File: config.mk
export PLATFORM = sky130hd
export DESIGN_NAME = tm1638_key_reader_flat
export DESIGN_NICKNAME = d
export VERILOG_FILES = /design/src/rtl/tm1638_key_if.sv /design/src/rtl/tm1638_key_reader.sv /design/src/flat_wrapper.sv
export SDC_FILE = /design/constraint.sdc
export NUM_CORES = 1
export LEC_CHECK = 0
export BUFFER_PORTS_ARGS = -buffer_cell sky130_fd_sc_hd__clkbuf_2
export CORE_AREA = 2 2 86 88
export DETAILED_ROUTE_END_ITERATION = 7
export DIE_AREA = 0 0 88 90
export PLACE_DENSITY = 0.77
export SETUP_SLACK_MARGIN = 0.05
export SLEW_MARGIN = 20
export SYNTH_ARGS = -nofsm -noshare
export SYNTH_HDL_FRONTEND = slang
export SYNTH_SLANG_ARGS = --single-unit
File: constraint.sdc
create_clock -name clk -period 2.9 [get_ports clk]
set_clock_uncertainty 0.05 [all_clocks]
set_input_delay 0.435 -clock clk [delete_from_list [all_inputs] [get_ports clk]]
set_output_delay 0.435 -clock clk [all_outputs]
set_load 0.005 [all_outputs]
File: src/rtl/tm1638_key_if.sv
// TM1638 key-reader bus bundle: scan handshake, decoded results and the STB/CLK/DIO pins.
// The parent (or testbench) uses the master modport; the reader uses the slave modport.
interface tm1638_key_if;
  logic        start;
  logic        busy;
  logic        valid;
  logic [7:0]  keys;
  logic [31:0] key_raw;
  logic        tm_stb;
  logic        tm_clk;
  logic        dio_out;
  logic        dio_oe;
  logic        dio_in;

  modport master (
    output start,
    output dio_in,
    input  busy,
    input  valid,
    input  keys,
    input  key_raw,
    input  tm_stb,
    input  tm_clk,
    input  dio_out,
    input  dio_oe
  );

  modport slave (
    input  start,
    input  dio_in,
    output busy,
    output valid,
    output keys,
    output key_raw,
    output tm_stb,
    output tm_clk,
    output dio_out,
    output dio_oe
  );
endinterface

File: src/rtl/tm1638_key_reader.sv
// TM1638 key-scan reader: sends read-key command 0x42, releases DIO, clocks in 4 scan bytes
// and decodes them into the 8 keys of the LED&KEY board.
// Optional feature: define TM1638_KEY_AUTOPOLL_EN to start a scan every POLL_CYC cycles
// (a poll that lands while a scan is in progress is dropped).
module tm1638_key_reader #(
  parameter int unsigned CLK_DIV  = 25,      // system cycles per tm_clk half-period, >= 4
  parameter int unsigned WAIT_CYC = 50,      // command-to-read gap (Twait)
  parameter int unsigned POLL_CYC = 2500000  // auto-poll interval
) (
  input logic          clk,
  input logic          rst,
  tm1638_key_if.slave  bus
);

  localparam logic [7:0]  Cmd    = 8'h42;
  localparam int unsigned CntMax = (CLK_DIV > WAIT_CYC) ? CLK_DIV : WAIT_CYC;
  localparam int unsigned CntW   = $clog2(CntMax);

  // Elaboration-time sanity check of the configuration
  if (CLK_DIV < 4 || WAIT_CYC < 1 || POLL_CYC < 1) begin : gen_bad_param
    $error("tm1638_key_reader: illegal parameter value");
  end

  typedef enum logic [2:0] {StIdle, StCmd, StWait, StRead, StGap} state_e;

  state_e          state_q, state_d;
  logic [CntW-1:0] cnt_q, cnt_d;
  logic [4:0]      bit_q, bit_d;
  logic            phase_q, phase_d;  // 0: tm_clk low phase, 1: high phase
  logic [31:0]     shadow_q, shadow_d;
  logic [31:0]     key_raw_q, key_raw_d;
  logic [7:0]      keys_q, keys_d;
  logic            valid_q, valid_d;
  logic            busy_q, busy_d;
  logic            tm_stb_q, tm_stb_d;
  logic            tm_clk_q, tm_clk_d;
  logic            dio_out_q, dio_out_d;
  logic            dio_oe_q, dio_oe_d;
  logic            dio_meta_q, dio_sync_q;
  logic            start_req;
  logic            half_done;
  logic [2:0]      cmd_nxt;

  // Map raw scan bytes to keys: byte k bit0 -> S(k+1), bit4 -> S(k+5)
  function automatic logic [7:0] decode_keys(input logic [31:0] raw);
    logic [7:0] k;
    for (int i = 0; i < 4; i++) begin
      k[i]     = raw[8*i];
      k[i + 4] = raw[8*i + 4];
    end
    return k;
  endfunction

`ifdef TM1638_KEY_AUTOPOLL_EN
  localparam int unsigned PollW = (POLL_CYC > 1) ? $clog2(POLL_CYC) : 1;

  logic [PollW-1:0] poll_cnt_q, poll_cnt_d;
  logic             poll_wrap;

  // Free-running poll interval counter
  always_comb begin
    poll_wrap  = (poll_cnt_q == PollW'(POLL_CYC - 1));
    poll_cnt_d = poll_wrap ? '0 : poll_cnt_q + PollW'(1);
  end

  // Poll counter state
  always_ff @(posedge clk or posedge rst) begin
    if (rst) poll_cnt_q <= '0;
    else     poll_cnt_q <= poll_cnt_d;
  end

  assign start_req = bus.start | poll_wrap;
`else
  assign start_req = bus.start;
`endif

  // Two-flop synchronizer for the DIO pad input
  always_ff @(posedge clk or posedge rst) begin
    if (rst) begin
      dio_meta_q <= 1'b1;
      dio_sync_q <= 1'b1;
    end else begin
      dio_meta_q <= bus.dio_in;
      dio_sync_q <= dio_meta_q;
    end
  end

  assign half_done = (cnt_q == CntW'(CLK_DIV - 1));
  assign cmd_nxt   = bit_q[2:0] + 3'd1;

  // Next-state and next-output logic; outputs are computed for the cycle being entered
  always_comb begin
    state_d   = state_q;
    cnt_d     = cnt_q;
    bit_d     = bit_q;
    phase_d   = phase_q;
    shadow_d  = shadow_q;
    key_raw_d = key_raw_q;
    keys_d    = keys_q;
    valid_d   = 1'b0;
    busy_d    = busy_q;
    tm_stb_d  = tm_stb_q;
    tm_clk_d  = tm_clk_q;
    dio_out_d = dio_out_q;
    dio_oe_d  = dio_oe_q;

    unique case (state_q)
      StIdle: begin
        busy_d = 1'b0;
        if (start_req) begin
          state_d   = StCmd;
          cnt_d     = '0;
          bit_d     = '0;
          phase_d   = 1'b0;
          busy_d    = 1'b1;
          tm_stb_d  = 1'b0;
          tm_clk_d  = 1'b0;
          dio_oe_d  = 1'b1;
          dio_out_d = Cmd[0];
        end
      end

      StCmd: begin
        cnt_d = cnt_q + CntW'(1);
        if (half_done) begin
          cnt_d = '0;
          if (!phase_q) begin
            phase_d  = 1'b1;
            tm_clk_d = 1'b1;
          end else if (bit_q == 5'd7) begin
            // Release DIO so the device can drive the scan data
            state_d   = StWait;
            tm_clk_d  = 1'b1;
            dio_oe_d  = 1'b0;
            dio_out_d = 1'b1;
          end else begin
            phase_d   = 1'b0;
            bit_d     = bit_q + 5'd1;
            tm_clk_d  = 1'b0;
            dio_out_d = Cmd[cmd_nxt];
          end
        end
      end

      StWait: begin
        cnt_d = cnt_q + CntW'(1);
        if (cnt_q == CntW'(WAIT_CYC - 1)) begin
          state_d  = StRead;
          cnt_d    = '0;
          bit_d    = '0;
          phase_d  = 1'b0;
          tm_clk_d = 1'b0;
        end
      end

      StRead: begin
        cnt_d = cnt_q + CntW'(1);
        if (half_done) begin
          cnt_d = '0;
          if (!phase_q) begin
            // Last cycle of the low phase: capture the bit, LSB first
            phase_d  = 1'b1;
            tm_clk_d = 1'b1;
            shadow_d = {dio_sync_q, shadow_q[31:1]};
          end else if (bit_q == 5'd31) begin
            state_d  = StGap;
            tm_stb_d = 1'b1;
            tm_clk_d = 1'b1;
          end else begin
            phase_d  = 1'b0;
            bit_d    = bit_q + 5'd1;
            tm_clk_d = 1'b0;
          end
        end
      end

      StGap: begin
        cnt_d = cnt_q + CntW'(1);
        if (half_done) begin
          // Results publish together with the return to idle
          state_d   = StIdle;
          cnt_d     = '0;
          busy_d    = 1'b0;
          valid_d   = 1'b1;
          key_raw_d = shadow_q;
          keys_d    = decode_keys(shadow_q);
        end
      end

      default: begin
        state_d   = StIdle;
        busy_d    = 1'b0;
        tm_stb_d  = 1'b1;
        tm_clk_d  = 1'b1;
        dio_out_d = 1'b1;
        dio_oe_d  = 1'b0;
      end
    endcase
  end

  // Scan FSM and registered outputs
  always_ff @(posedge clk or posedge rst) begin
    if (rst) begin
      state_q   <= StIdle;
      cnt_q     <= '0;
      bit_q     <= '0;
      phase_q   <= 1'b0;
      shadow_q  <= '0;
      key_raw_q <= '0;
      keys_q    <= '0;
      valid_q   <= 1'b0;
      busy_q    <= 1'b0;
      tm_stb_q  <= 1'b1;
      tm_clk_q  <= 1'b1;
      dio_out_q <= 1'b1;
      dio_oe_q  <= 1'b0;
    end else begin
      state_q   <= state_d;
      cnt_q     <= cnt_d;
      bit_q     <= bit_d;
      phase_q   <= phase_d;
      shadow_q  <= shadow_d;
      key_raw_q <= key_raw_d;
      keys_q    <= keys_d;
      valid_q   <= valid_d;
      busy_q    <= busy_d;
      tm_stb_q  <= tm_stb_d;
      tm_clk_q  <= tm_clk_d;
      dio_out_q <= dio_out_d;
      dio_oe_q  <= dio_oe_d;
    end
  end

  assign bus.busy    = busy_q;
  assign bus.valid   = valid_q;
  assign bus.keys    = keys_q;
  assign bus.key_raw = key_raw_q;
  assign bus.tm_stb  = tm_stb_q;
  assign bus.tm_clk  = tm_clk_q;
  assign bus.dio_out = dio_out_q;
  assign bus.dio_oe  = dio_oe_q;

endmodule
File: src/flat_wrapper.sv
// flat-port wrapper written by rule: the top's interface ports become plain ports
module tm1638_key_reader_flat 
#(
  parameter int unsigned CLK_DIV  = 25,                                                   
  parameter int unsigned WAIT_CYC = 50,                                    
  parameter int unsigned POLL_CYC = 2500000                       
)
  (clk, rst, bus_start, bus_dio_in, bus_busy, bus_valid, bus_keys, bus_key_raw, bus_tm_stb, bus_tm_clk, bus_dio_out, bus_dio_oe);
  tm1638_key_if bus_i ();
  input logic clk;
  input logic rst;
  input wire logic [$bits(bus_i.start)-1:0] bus_start;
  input wire logic [$bits(bus_i.dio_in)-1:0] bus_dio_in;
  output wire logic [$bits(bus_i.busy)-1:0] bus_busy;
  output wire logic [$bits(bus_i.valid)-1:0] bus_valid;
  output wire logic [$bits(bus_i.keys)-1:0] bus_keys;
  output wire logic [$bits(bus_i.key_raw)-1:0] bus_key_raw;
  output wire logic [$bits(bus_i.tm_stb)-1:0] bus_tm_stb;
  output wire logic [$bits(bus_i.tm_clk)-1:0] bus_tm_clk;
  output wire logic [$bits(bus_i.dio_out)-1:0] bus_dio_out;
  output wire logic [$bits(bus_i.dio_oe)-1:0] bus_dio_oe;
  assign bus_i.start = bus_start;
  assign bus_i.dio_in = bus_dio_in;
  assign bus_busy = bus_i.busy;
  assign bus_valid = bus_i.valid;
  assign bus_keys = bus_i.keys;
  assign bus_key_raw = bus_i.key_raw;
  assign bus_tm_stb = bus_i.tm_stb;
  assign bus_tm_clk = bus_i.tm_clk;
  assign bus_dio_out = bus_i.dio_out;
  assign bus_dio_oe = bus_i.dio_oe;
  tm1638_key_reader #(.CLK_DIV(CLK_DIV), .WAIT_CYC(WAIT_CYC), .POLL_CYC(POLL_CYC)) u_core (.clk(clk), .rst(rst), .bus(bus_i));
endmodule
==> summary.txt <==
GRT
  • First-pass GRT wire length: 11.4 mm
  • Antenna violations before repair: 0
  • Vias in the first global route: 2375
  • Largest net degree at the start of global routing: 62
  • Tot GR Track Use: 18.2%
  • Total gr overflow: 0

Critical path
  • Crit end category: register
  • Cell count of the worst reg-to-reg path: 7
  • R2r startpoint: u_core.cnt_q[0]
  • Worst EP required: 3.08 ns
  • Reg2reg setup slack: 0.64 ns
  • Startpoint Class: register
  • Data arrival, critical path: 2.44 ns
  • Critical Path Fanout Max: 32
  • Reg-to-Reg End: u_core.shadow_q[26]
  • CP Class: reg2reg

Finish
  • Synthesis-to-layout area growth: 12.9%
  • ANT cells: 0
  • Multi-input logic area: 1520 um2
  • Final nets: 356
  • Register Area: 2180 um2
  • Layout cell share with drive strength beyond 1: 43.1%
  • FILL cells: 556

Detailed routing
  • Routed WL: 6.61 mm
  • Vias per cell: 5.34
  • Routed Antenna Nets: 0
  • DR WL/cell: 14.8 um
  • Vias: 2385
  • DRC errors left: 0
  • Pre-antenna DRT Iters: 4
  • First DRT Iteration DRCs: 80

Placed design
  • Pre-CTS WS: 0.652 ns
  • Placer Congestion: 0.868
  • Buffers on Ports: 49
  • DP Wirelength: 4.57 mm

Run
  • Max Cap Viol: 0

Clock tree
  • Clk buf depth: 2
  • Post-CTS Resized: 0
  • Clk root buf: clkbuf_8
  • # Post-CTS Setup Buffers: 0
  • Post-CTS Hold Buffers: 0
  • CTS Sinks: 87
  • TritonCTS Buffers: 9
  • CTS clk-pin slew, worst paths: 0.09 ns
  • Latest clock arrival within the worst-skew pair: 0.35 ns
  • H-tree level count: 3
  • CTS tree: built

Synth
  • Ranking of synthesized cells by area: dfrtp_1 (53%), mux2_2 (18%), dfstp_2 (3.4%)
  • Yosys reg bits: 87
  • Post-synthesis compound-gate area fraction: 8.61%
  • Xor and xnor area share after synthesis: 0.451%
  • Yosys warning total: 0
  • Synth Area in Adders: 2.58%
  • Post-Synthesis Cells: 300
  • Seq/Total Area, Yosys: 56.3%
  • Top-count cell post-synth: dfrtp_1
  • Synth Flop Type: dfrtp_1
  • Post-synthesis mux area share: 19.4%
  • EDFF count, synth: 0
  • Simple-gate share of the synthesized area: 8.03%
  • Synth async-reset ratio: 100%
  • Syn avg cell area: 12.9 um2
  • Largest family of logic cells by synthesized area: multiplexers
  • Top cell type by total area after synthesis: dfrtp_1
  • Post-synth top area share: 52.9%
  • Post-Syn Area: 3880 um2
  • Synth cell types: 50
  • Post-synth net total: 312
  • Commonest cells in the netlist: dfrtp_1 (82), mux2_2 (63), nor2_1 (16), o21ai_0 (16), buf_4 (14)

Pwr
  • Power per cell area: 620 nW/um2
  • Total power: 2.72 mW
  • Lkg Pwr: 2.26 nW
  • Worst vdd ir: 0.000431 V

Timing
  • Fmax: 0.443 GHz
  • Endpoints failing setup: 0
  • Worst-margin pin slew: 0.585 ns
  • RSZ-0062 raised after global routing: no
  • Setup tns final: 0 ns
  • Fin crit share: 77.8%
  • Rel. slew slack: 61.0%
  • Final count of hold timing violations: 0
  • Final min period: 2.26 ns
  • Setup ws final: 0.643 ns
  • Max-slew violations: 0

Floorplanning
  • Die area: 7920 um2
  • Die Width: 88 um
  • Initial core utilization: 55.3%
  • Die span in y: 90 um
  • CORE AREA: 7020 um2
  • I/O pins: 50
  • FP Rows: 31

Worst hold path
  • Hold crit path type: in2async

Outcome
  • Status: finished clean
==> cells by family after synthesis <==
logic type,after synthesis
fa+ha+maj,8
buf+inv,31
mux,67
flops,87
compound gates,49
simple gates,56
xor+xnor,2
==> sequential cells by signal (all words and copies together) (netlist names), 3 cells and up <==
name and flops:
u_core.bit_q 5, u_core.cnt_q 6, u_core.shadow_q 32, u_core.state_q 3, u_core.bus.keys 7, u_core.bus.key_raw 25
==> layer usage <==
layer / vias to the layer above / global-route usage [%] / part of all wire (%) / wire length (um)
met5: - / 0 / 0 / 0
met4: 0 / 7.69 / 2.1 / 140
met3: 12 / 2.85 / 2.9 / 192
met2: 54 / 27.8 / 47 / 3080
met1: 1181 / 25.7 / 48 / 3190
li1: 1138 / - / - / -
==> how the worst max path moves through the flow <==
stage | end | start | depth (start not counted)
final | u_core.shadow_q[26] | u_core.cnt_q[0] | 7
after floorplan | u_core.bit_q[0] | rst | 1
after detailed placement | u_core.shadow_q[27] | u_core.cnt_q[0] | 7
after CTS | u_core.shadow_q[20] | u_core.cnt_q[0] | 7
after global placement | u_core.shadow_q[18] | u_core.state_q[2] | 5
after global routing | u_core.shadow_q[20] | u_core.cnt_q[0] | 7
==> per-stage QoR <==
stage	util [%]	instances	hold WS [ns]	instance area, um2
after detailed placement	59.3	432	0.301	4160
final	62.4	447	0.0203	4380
after global placement	59.3	432	0.303	4160
after global routing	62.4	447	0.0585	4380
after CTS	62.4	447	0.0294	4380
after floorplan	-	300	0.295	3880
==> where the power goes <==
part | total, mW | internal, mW | switching (mW)
clock network | 0.923 | 0.490 | 0.433
logic | 0.371 | 0.177 | 0.194
registers | 1.42 | 1.31 | 0.115
==> final cells by class <==
class / count / share of cell area, %
Clock buffer: 9 / 2.83
Clock inverter: 6 / 2.14
Inverter: 10 / 0.885
Multi-Input combinational cell: 182 / 34.8
Sequential cell: 87 / 49.8
Tap cell: 99 / 2.83
Timing Repair Buffer: 54 / 6.74
==> placed cells by master, fill, tap and decap left out, types with 3 or more instances in the layout <==
cell type,Yosys,layout
clkbuf_2,0,49
ha_1,8,8
o22ai_1,3,3
dfrtp_1,82,82
nor2_1,16,16
nand3_1,5,5
nand2_1,12,12
buf_4,14,4
nand2b_1,3,3
o21ai_0,16,16
a21o_1,3,3
mux2_1,3,3
dfstp_2,5,5
clkbuf_8,0,9
o31ai_1,4,4
inv_1,9,8
mux2_2,63,63
a21oi_1,9,9
==> critical path: stages (launching register included) <==
cell      delay (ns)
dfrtp_1         0.42
inv_1           0.10
ha_1            0.15
nand4b_1        0.16
or2_1           0.34
nor3_4          0.13
buf_4           0.38
mux2_2          0.39
No activity file was read; power rests on OpenSTA's default activity.
